===== src/rtl/param_voting_machine.sv =====
// Password-gated voting machine: one vote per voter ID, saturating per-candidate counts,
// and a sequential tally that reports the lowest-index winner plus a tie indication.
module param_voting_machine #(
  parameter int unsigned     NUM_CAND  = 4,
  parameter int unsigned     VID_W     = 5,
  parameter int unsigned     CNT_W     = 8,
  parameter int unsigned     PW_W      = 4,
  parameter logic [PW_W-1:0] PASSWORD  = 4'b1010,
  parameter int unsigned     MAX_TRIES = 3,
  parameter int unsigned     CIDX_W    = $clog2(NUM_CAND)
) (
  input  logic                      clk,
  input  logic                      reset_n,
  input  logic [PW_W-1:0]           admin_password,
  input  logic                      enable_admin,
  input  logic                      result_mode,
  input  logic [VID_W-1:0]          voter_id,
  input  logic [NUM_CAND-1:0]       vote,
  output logic [NUM_CAND*CNT_W-1:0] counts,
  output logic [VID_W:0]            total_votes,
  output logic [CIDX_W-1:0]         winner,
  output logic                      winner_valid,
  output logic                      tie_flag,
  output logic                      voting_enabled,
  output logic                      busy,
  output logic                      reject,
  output logic                      admin_locked
);

  localparam int unsigned FailW     = $clog2(MAX_TRIES + 1);
  localparam int unsigned TotW      = VID_W + 1;
  localparam int unsigned NumVoters = 2 ** VID_W;

  typedef enum logic [2:0] {
    StAuth, StIdle, StVote, StLock, StTally, StDone, StLockout
  } state_e;

  state_e state_q, state_d;

  logic [CNT_W-1:0]     cnt_q [NUM_CAND];
  logic [TotW-1:0]      total_q;
  logic [NumVoters-1:0] voted_q;
  logic [FailW-1:0]     fail_q;
  logic [CIDX_W-1:0]    cand_q;
  logic [VID_W-1:0]     vid_q;
  logic                 reject_q;
  logic [CIDX_W-1:0]    tally_idx_q;
  logic [CNT_W-1:0]     max_q;
  logic [CIDX_W-1:0]    win_q;
  logic                 tie_q;

  logic              vote_nz, vote_onehot, vote_ok, pw_ok, last_try, tally_last;
  logic [CIDX_W-1:0] vote_idx;
  logic [CNT_W-1:0]  cur_cnt;

  always_comb begin
    vote_idx = '0;
    for (int k = 0; k < NUM_CAND; k++) begin
      if (vote[k]) vote_idx = CIDX_W'(k);
    end
    vote_nz     = |vote;
    vote_onehot = vote_nz && ((vote & (vote - NUM_CAND'(1))) == '0);
    vote_ok     = vote_onehot && !voted_q[voter_id];
    pw_ok       = (admin_password == PASSWORD);
    last_try    = (fail_q == FailW'(MAX_TRIES - 1));
    tally_last  = (tally_idx_q == CIDX_W'(NUM_CAND - 1));
    cur_cnt     = cnt_q[tally_idx_q];
  end

  always_ff @(posedge clk) begin
    if (!reset_n) state_q <= StAuth;
    else          state_q <= state_d;
  end

  always_comb begin
    state_d = state_q;
    unique case (state_q)
      StAuth: begin
        if (enable_admin) begin
          if (pw_ok)         state_d = StIdle;
          else if (last_try) state_d = StLockout;
        end
      end
      StIdle: begin
        // Closing the poll wins over a ballot presented in the same cycle.
        if (result_mode)  state_d = StTally;
        else if (vote_nz) state_d = vote_ok ? StVote : StLock;
      end
      StVote:  state_d = StLock;
      StLock:  if (!vote_nz) state_d = StIdle;
      StTally: if (tally_last) state_d = StDone;
      default: state_d = state_q;
    endcase
  end

  always_ff @(posedge clk) begin
    if (!reset_n) begin
      for (int k = 0; k < NUM_CAND; k++) cnt_q[k] <= '0;
      total_q     <= '0;
      voted_q     <= '0;
      fail_q      <= '0;
      cand_q      <= '0;
      vid_q       <= '0;
      reject_q    <= 1'b0;
      tally_idx_q <= '0;
      max_q       <= '0;
      win_q       <= '0;
      tie_q       <= 1'b0;
    end else begin
      reject_q <= 1'b0;
      case (state_q)
        StAuth: begin
          if (enable_admin) fail_q <= pw_ok ? '0 : fail_q + FailW'(1);
        end
        StIdle: begin
          if (result_mode) begin
            tally_idx_q <= '0;
          end else if (vote_nz) begin
            if (vote_ok) begin
              cand_q <= vote_idx;
              vid_q  <= voter_id;
            end else begin
              reject_q <= 1'b1;
            end
          end
        end
        StVote: begin
          voted_q[vid_q] <= 1'b1;
          if (cnt_q[cand_q] != '1) cnt_q[cand_q] <= cnt_q[cand_q] + CNT_W'(1);
          total_q <= total_q + TotW'(1);
        end
        StTally: begin
          if (tally_idx_q == '0) begin
            max_q <= cur_cnt;
            win_q <= '0;
            tie_q <= 1'b0;
          end else if (cur_cnt > max_q) begin
            max_q <= cur_cnt;
            win_q <= tally_idx_q;
            tie_q <= 1'b0;
          end else if (cur_cnt == max_q) begin
            tie_q <= 1'b1;
          end
          if (!tally_last) tally_idx_q <= tally_idx_q + CIDX_W'(1);
        end
        default: ;
      endcase
    end
  end

  always_comb begin
    for (int k = 0; k < NUM_CAND; k++) counts[k*CNT_W +: CNT_W] = cnt_q[k];
    total_votes    = total_q;
    busy           = (state_q == StVote) || (state_q == StLock) || (state_q == StTally);
    voting_enabled = (state_q == StIdle) || busy;
    admin_locked   = (state_q == StLockout);
    winner_valid   = (state_q == StDone);
    winner         = winner_valid ? win_q : '0;
    tie_flag       = winner_valid && tie_q;
    reject         = reject_q;
  end

endmodule


===== config.mk =====
export PLATFORM = sky130hd
export DESIGN_NAME = param_voting_machine
export DESIGN_NICKNAME = d
export VERILOG_FILES = /design/src/rtl/param_voting_machine.sv
export SDC_FILE = /design/constraint.sdc
export NUM_CORES = 1
export LEC_CHECK = 0
export ABC_AREA = 0
export CELL_PAD_IN_SITES_DETAIL_PLACEMENT = 1
export CELL_PAD_IN_SITES_GLOBAL_PLACEMENT = 2
export CORE_ASPECT_RATIO = 0.7
export CORE_MARGIN = 4
export CORE_UTILIZATION = 44
export DETAILED_ROUTE_END_ITERATION = 10
export DONT_BUFFER_PORTS = 1
export GPL_TIMING_DRIVEN = 0
export PLACE_DENSITY = 0.82
export SLEW_MARGIN = 10
export SYNTH_ARGS = -nofsm -noshare
export SYNTH_HDL_FRONTEND = slang
export SYNTH_SLANG_ARGS = --single-unit
export TNS_END_PERCENT = 5

===== constraint.sdc =====
create_clock -name clk -period 9 [get_ports clk]
set_input_delay 2.7 -clock clk [delete_from_list [all_inputs] [get_ports clk]]
set_output_delay 2.7 -clock clk [all_outputs]
set_load 0.1 [all_outputs]

* Word-level counts from Yosys, hierarchy flattened
Memory sizes are Yosys's and may differ from the RTL's. A register that Yosys moved wholly into a read port is not among the register bits.
Cells that the tools add are included.
** Operators by class
- Bitwise gates (word level) :: 6
- Shift operators :: 0
- Mux-type cells :: 41
- Order comparisons :: 4
- Multiply operators :: 0
- Add/sub/neg operators :: 5
- Reduce and logical (&&, ||, !) cells :: 24
- Equal/unequal tests :: 18
- Divide/modulo/power cells :: 0
** Operators by type and width (count)
- $or 32x32->32 :: 1
- $mux 2 :: 13
- $mux 8 :: 3
- $mux 3 :: 7
- $pmux 3 s5 :: 1
- $mux 1 :: 14
- $lt 5x6->1 const B :: 2
- $ne 2x2->1 const B :: 5
- $eq 3x3->1 const B :: 3
- $add 8x1->8 const B :: 1
- $eq 8x8->1 :: 1
- $gt 8x8->1 :: 1
- $ne 8x8->1 const B :: 1
- $reduce_or 4->1 :: 2
- $reduce_or 8->1 :: 1
- $add 6x1->6 const B :: 1
- $eq 3x2->1 const B :: 2
- $ne 3x3->1 const B :: 2
- $reduce_and 2->1 :: 3
- $reduce_and 6->1 :: 1
- $bmux 1 s5 :: 1
- $demux 1 s5 :: 1
- $ge 5x1->1 const B :: 1
- $reduce_bool 5->1 :: 1
- 18 further kinds :: 29
** Word-level totals
- Latch bits :: 0
- Memories kept :: 1
- Bits of input ports :: 17
- ROM bits :: 0
- Memory bits (writable) :: 32
- Bits in registers :: 64
** Memories
- cnt_q :: depth 4, bits a word 8, read ports 6, clocked after memory_dff 2, write ports 4, RTL line 40 : logic [CNT_W-1:0] cnt_q [NUM_CAND];

* Longest topological paths before layout
- Depth after elaboration :: 9
- Depth in mapped cells :: 11

* Least setup slack after synthesis
OpenSTA, ideal clock, no wires.
- Kind :: register to output
- Start :: register state_q[2]
- End :: output admin_locked
- Path slack :: 3307 ps
- Arrival time :: 2993 ps
- Cell stages (with the launch flop) :: 4
- Buffers on the path :: 2
- Cell sequence :: dfxtp_1 > clkbuf_1 > clkbuf_1 > nor3b_1
** Between the ends
- Word-level cells in the longest chain between the ends :: 1
** Ends and longest elaborated chain
- start: declaration :: RTL line 38 : state_e state_q, state_d;
- start signal: assignment :: RTL line 71 : if (!reset_n) state_q <= StAuth;
- start signal: assignment :: RTL line 72 : else state_q <= state_d;
- $eq 3x3->1 :: RTL line 156 : admin_locked = (state_q == StLockout);
- end: declaration :: RTL line 27 : output logic admin_locked
No other way between the ends.

* Final worst setup path
- Start :: register state_q[2]
- End :: output tie_flag
** Between the ends
- Word-level cells in the longest chain between the ends :: 2
** Ends and longest elaborated chain
- $eq 3x3->1 :: RTL line 157 : winner_valid = (state_q == StDone);
- $logic_and 1x1->1 :: RTL line 159 : tie_flag = winner_valid && tie_q;
- end: declaration :: RTL line 23 : output logic tie_flag,
No other way between the ends.

==> impl_metrics.ini <==
[power]
leakage_nw = 2.071
ir_drop_mv = 0.1302
power.density_mw_per_mm2 = 220.5

[detailed_routing]
avgViaCountPerCell = 5.624
vias = 3633
drc_errors = 0
wirelength_mm = 13.23
drt_iter0_markers = 156
wl_per_cell_um = 20.47
antenna_left = 0
drtPass1Iterations = 5

[critical_path]
reg2reg_to = cnt_q[0][2]
worstPathCellList = clkbuf_1 -> clkbuf_1 -> and3_1
start_kind = flop
cpMostUsedCell = clkbuf_1
max_stage_delay_ns = 0.88
path_class = reg2out
critPathRequiredTime_ns = 6.30
slowest_stage = and3_1
crit_path_max_fanout = 10
rrSetupSlack_ns = 5.47
worstPathArrival_ns = 2.23
end_kind = output port
worst_r2r_path_depth = 8
r2r_start = cnt_q[1][0]

[global_route]
grt_pass1_wl_mm = 20.63
antenna_found_initial = 0
grt-ovfl-total = 0
grt_pass1_vias = 3618
grt_use_total_pct = 20.38
busiest_layer = met2
use_met1_pct = 28.70
grt_max_degree = 17
met3_usage_pct = 6.004
met2_usage_pct = 30.96

[run]
drv_cap = 0

[timing]
worst_slew_pin_slew_ns = 1.085
skew_ns = 0.01011
finalCritPeriodShare_pct = 54.74
fin_tns_setup_ns = 0
relSlewSlack_pct = 27.68
period_needed_ns = 4.926
hold_slack_ns = 0.4633
slew_violations = 0
clock.fmax_mhz = 203.0
setup_viol = 0
final-hold-violation-count = 0
rsz0062_at_grt = no
setup_ws_ns = 4.074

[clocking]
clock-root-buffer = clkbuf_16
path_clk_slew_ns = 0.06
insertion_delay_ns = 0.35
clkSinkCount = 100
post_cts_buffers = 0
h-tree-depth = 3
cts_hold_buffers = 0
cts.repair.resized = 0
cts_buffers = 9
cts_tree = built
clock_path_buffers = 2

[yosys]
synth_edf_count = 32
seq_area_frac_synth_pct = 46.48
synthMostInstantiatedCell = dfxtp_1
synth_top_area_share_pct = 27.25
synthCells = 474
synth_top_cell_by_area = dfxtp_1
synth_seq_cells = 100
syn_area_per_cell_um2 = 10.54
synth.cells.most_frequent = dfxtp_1, nor2_1, edfxtp_1, nand2_1
synth_ff_type = dfxtp_1
ys_types = 55
synth_area_mm2 = 0.004996
async_flop_share_pct = 0
synth-warning-count = 0
synth_area_leaders = dfxtp_1, edfxtp_1, mux4_2, mux2i_1, nor2_1
syn-num-nets = 504

[die]
die_area_mm2 = 0.01315
die_x_um = 135.4
rows = 32
ios = 63
coreArea_mm2 = 0.01105
die_h_um = 97.16
start_util_pct = 45.21

[place]
hpwl_mm = 9.677
io_buffers = 0
gp_congestion = 0.7931
dp_slack_ns = 4.367

[cells_and_area]
antenna_cells = 0
syn2layout_area_growth_pct = 12.40
drive_above_1_share_pct = 12.98
nets = 518
n_fill_cell = 1220

[min_path]
worstHoldStart = voted_q[31]
holdPathEnd = voted_q[31]
hold_depth = 1
min_path_type = reg2reg

[outcome]
outcome = completed
## kinds of logic (layout without fill, tap and decap cells)
family          Yosys count  after routing  share of synthesized area [%]
simple gates            187            187                          19.53
flops                   100            100                          46.48
compound gates           71             71                          9.867
mux                      49             49                          15.10
buf+inv                  42             61                          3.656
fa+ha+maj                13             13                          3.256
xor+xnor                 12             12                          2.104
## cells in the final DEF (no fill, tap or decap), types with 4 or more instances in the layout
cell	netlist	routed
dfxtp_1	68	68
nor2_1	60	60
edfxtp_1	32	32
nand2_1	31	31
mux2i_1	27	27
o21a_1	27	27
nor2b_1	24	24
clkbuf_1	20	21
mux4_2	21	21
inv_1	14	14
o21ai_0	14	13
ha_1	13	13
a21oi_1	12	12
nor3_1	10	10
clkbuf_16	0	9
and2_1	8	8
nand3b_1	8	8
nor2_2	8	8
xnor2_1	8	7
nand3_1	6	6
nand4_1	5	5
and3_1	4	4
xor2_1	4	4
buf_2	4	4
bufinv_16	0	4
## state kept, by name, indices dropped and copies added, names as in the netlist, named ones only
| register | count |
|---|---|
| state_q | 3 |
| cnt_q | 32 |
| vid_q | 5 |
| voted_q | 32 |
| cand_q | 2 |
| tally_idx_q | 2 |
| win_q | 2 |
| max_q | 8 |
| total_votes | 6 |
| reject | 1 |
| tie_q | 1 |
| fail_q | 2 |
## where the power goes
group          switching, mW  total (mW)  internal (mW)  leakage (nW)
combinational          0.126       0.200         0.0738          1.02
sequential            0.0790       0.563          0.484         0.879
clock                  0.175       0.475          0.301         0.173
## through the flow
stage | util (%) | instance area [um2] | total power, mW | instances
2_1_floorplan | - | 4996 | 0.7123 | 474
3_3_place_gp | 46.94 | 5187 | 0.7510 | 627
3_5_place_dp | 47.51 | 5250 | 0.7730 | 630
4_1_cts | 50.82 | 5615 | 1.249 | 646
5_1_grt | 50.82 | 5615 | 1.287 | 646
6_report | 50.82 | 5615 | 1.238 | 646
## worst max-delay path by stage
stage | from | to | slack [ns] | depth (start not counted)
final | state_q[2] | tie_flag | 4.07 | 3
after global placement | state_q[2] | admin_locked | 3.07 | 3
after detailed placement | reset_n | cnt_q[1][4] | 4.37 | 5
after CTS | state_q[2] | tie_flag | 4.04 | 3
after global routing | state_q[2] | winner[0] | 3.91 | 3
after floorplan | state_q[2] | admin_locked | 3.31 | 3
## final cells by class
cell class              count  area [um2]  area share, %
multi-input cells         332        2507          44.65
flip-flops and latches    100        2322          41.35
clock buffers              10       229.0          4.078
well taps                 153       191.4          3.409
clock inverters             6       136.4          2.429
plain buffers              28       130.1          2.317
inverters                  14       52.55         0.9358
repair buffers              3       46.29         0.8244
## metal layers
metal	vias up	part of all wire, %
met2	76	46
met4	0	1.0
met3	11	6.3
met1	1830	47
li1	1716	-
met5	-	0
## critical path, delay by kind of cell, from the launching register on
family | cells | cell delay (ns)
buffers and inverters | 2 | 0.68
DFF | 1 | 0.31
and+or+nand+nor | 1 | 0.88
Note: power is estimated with default switching activity, not from simulation.
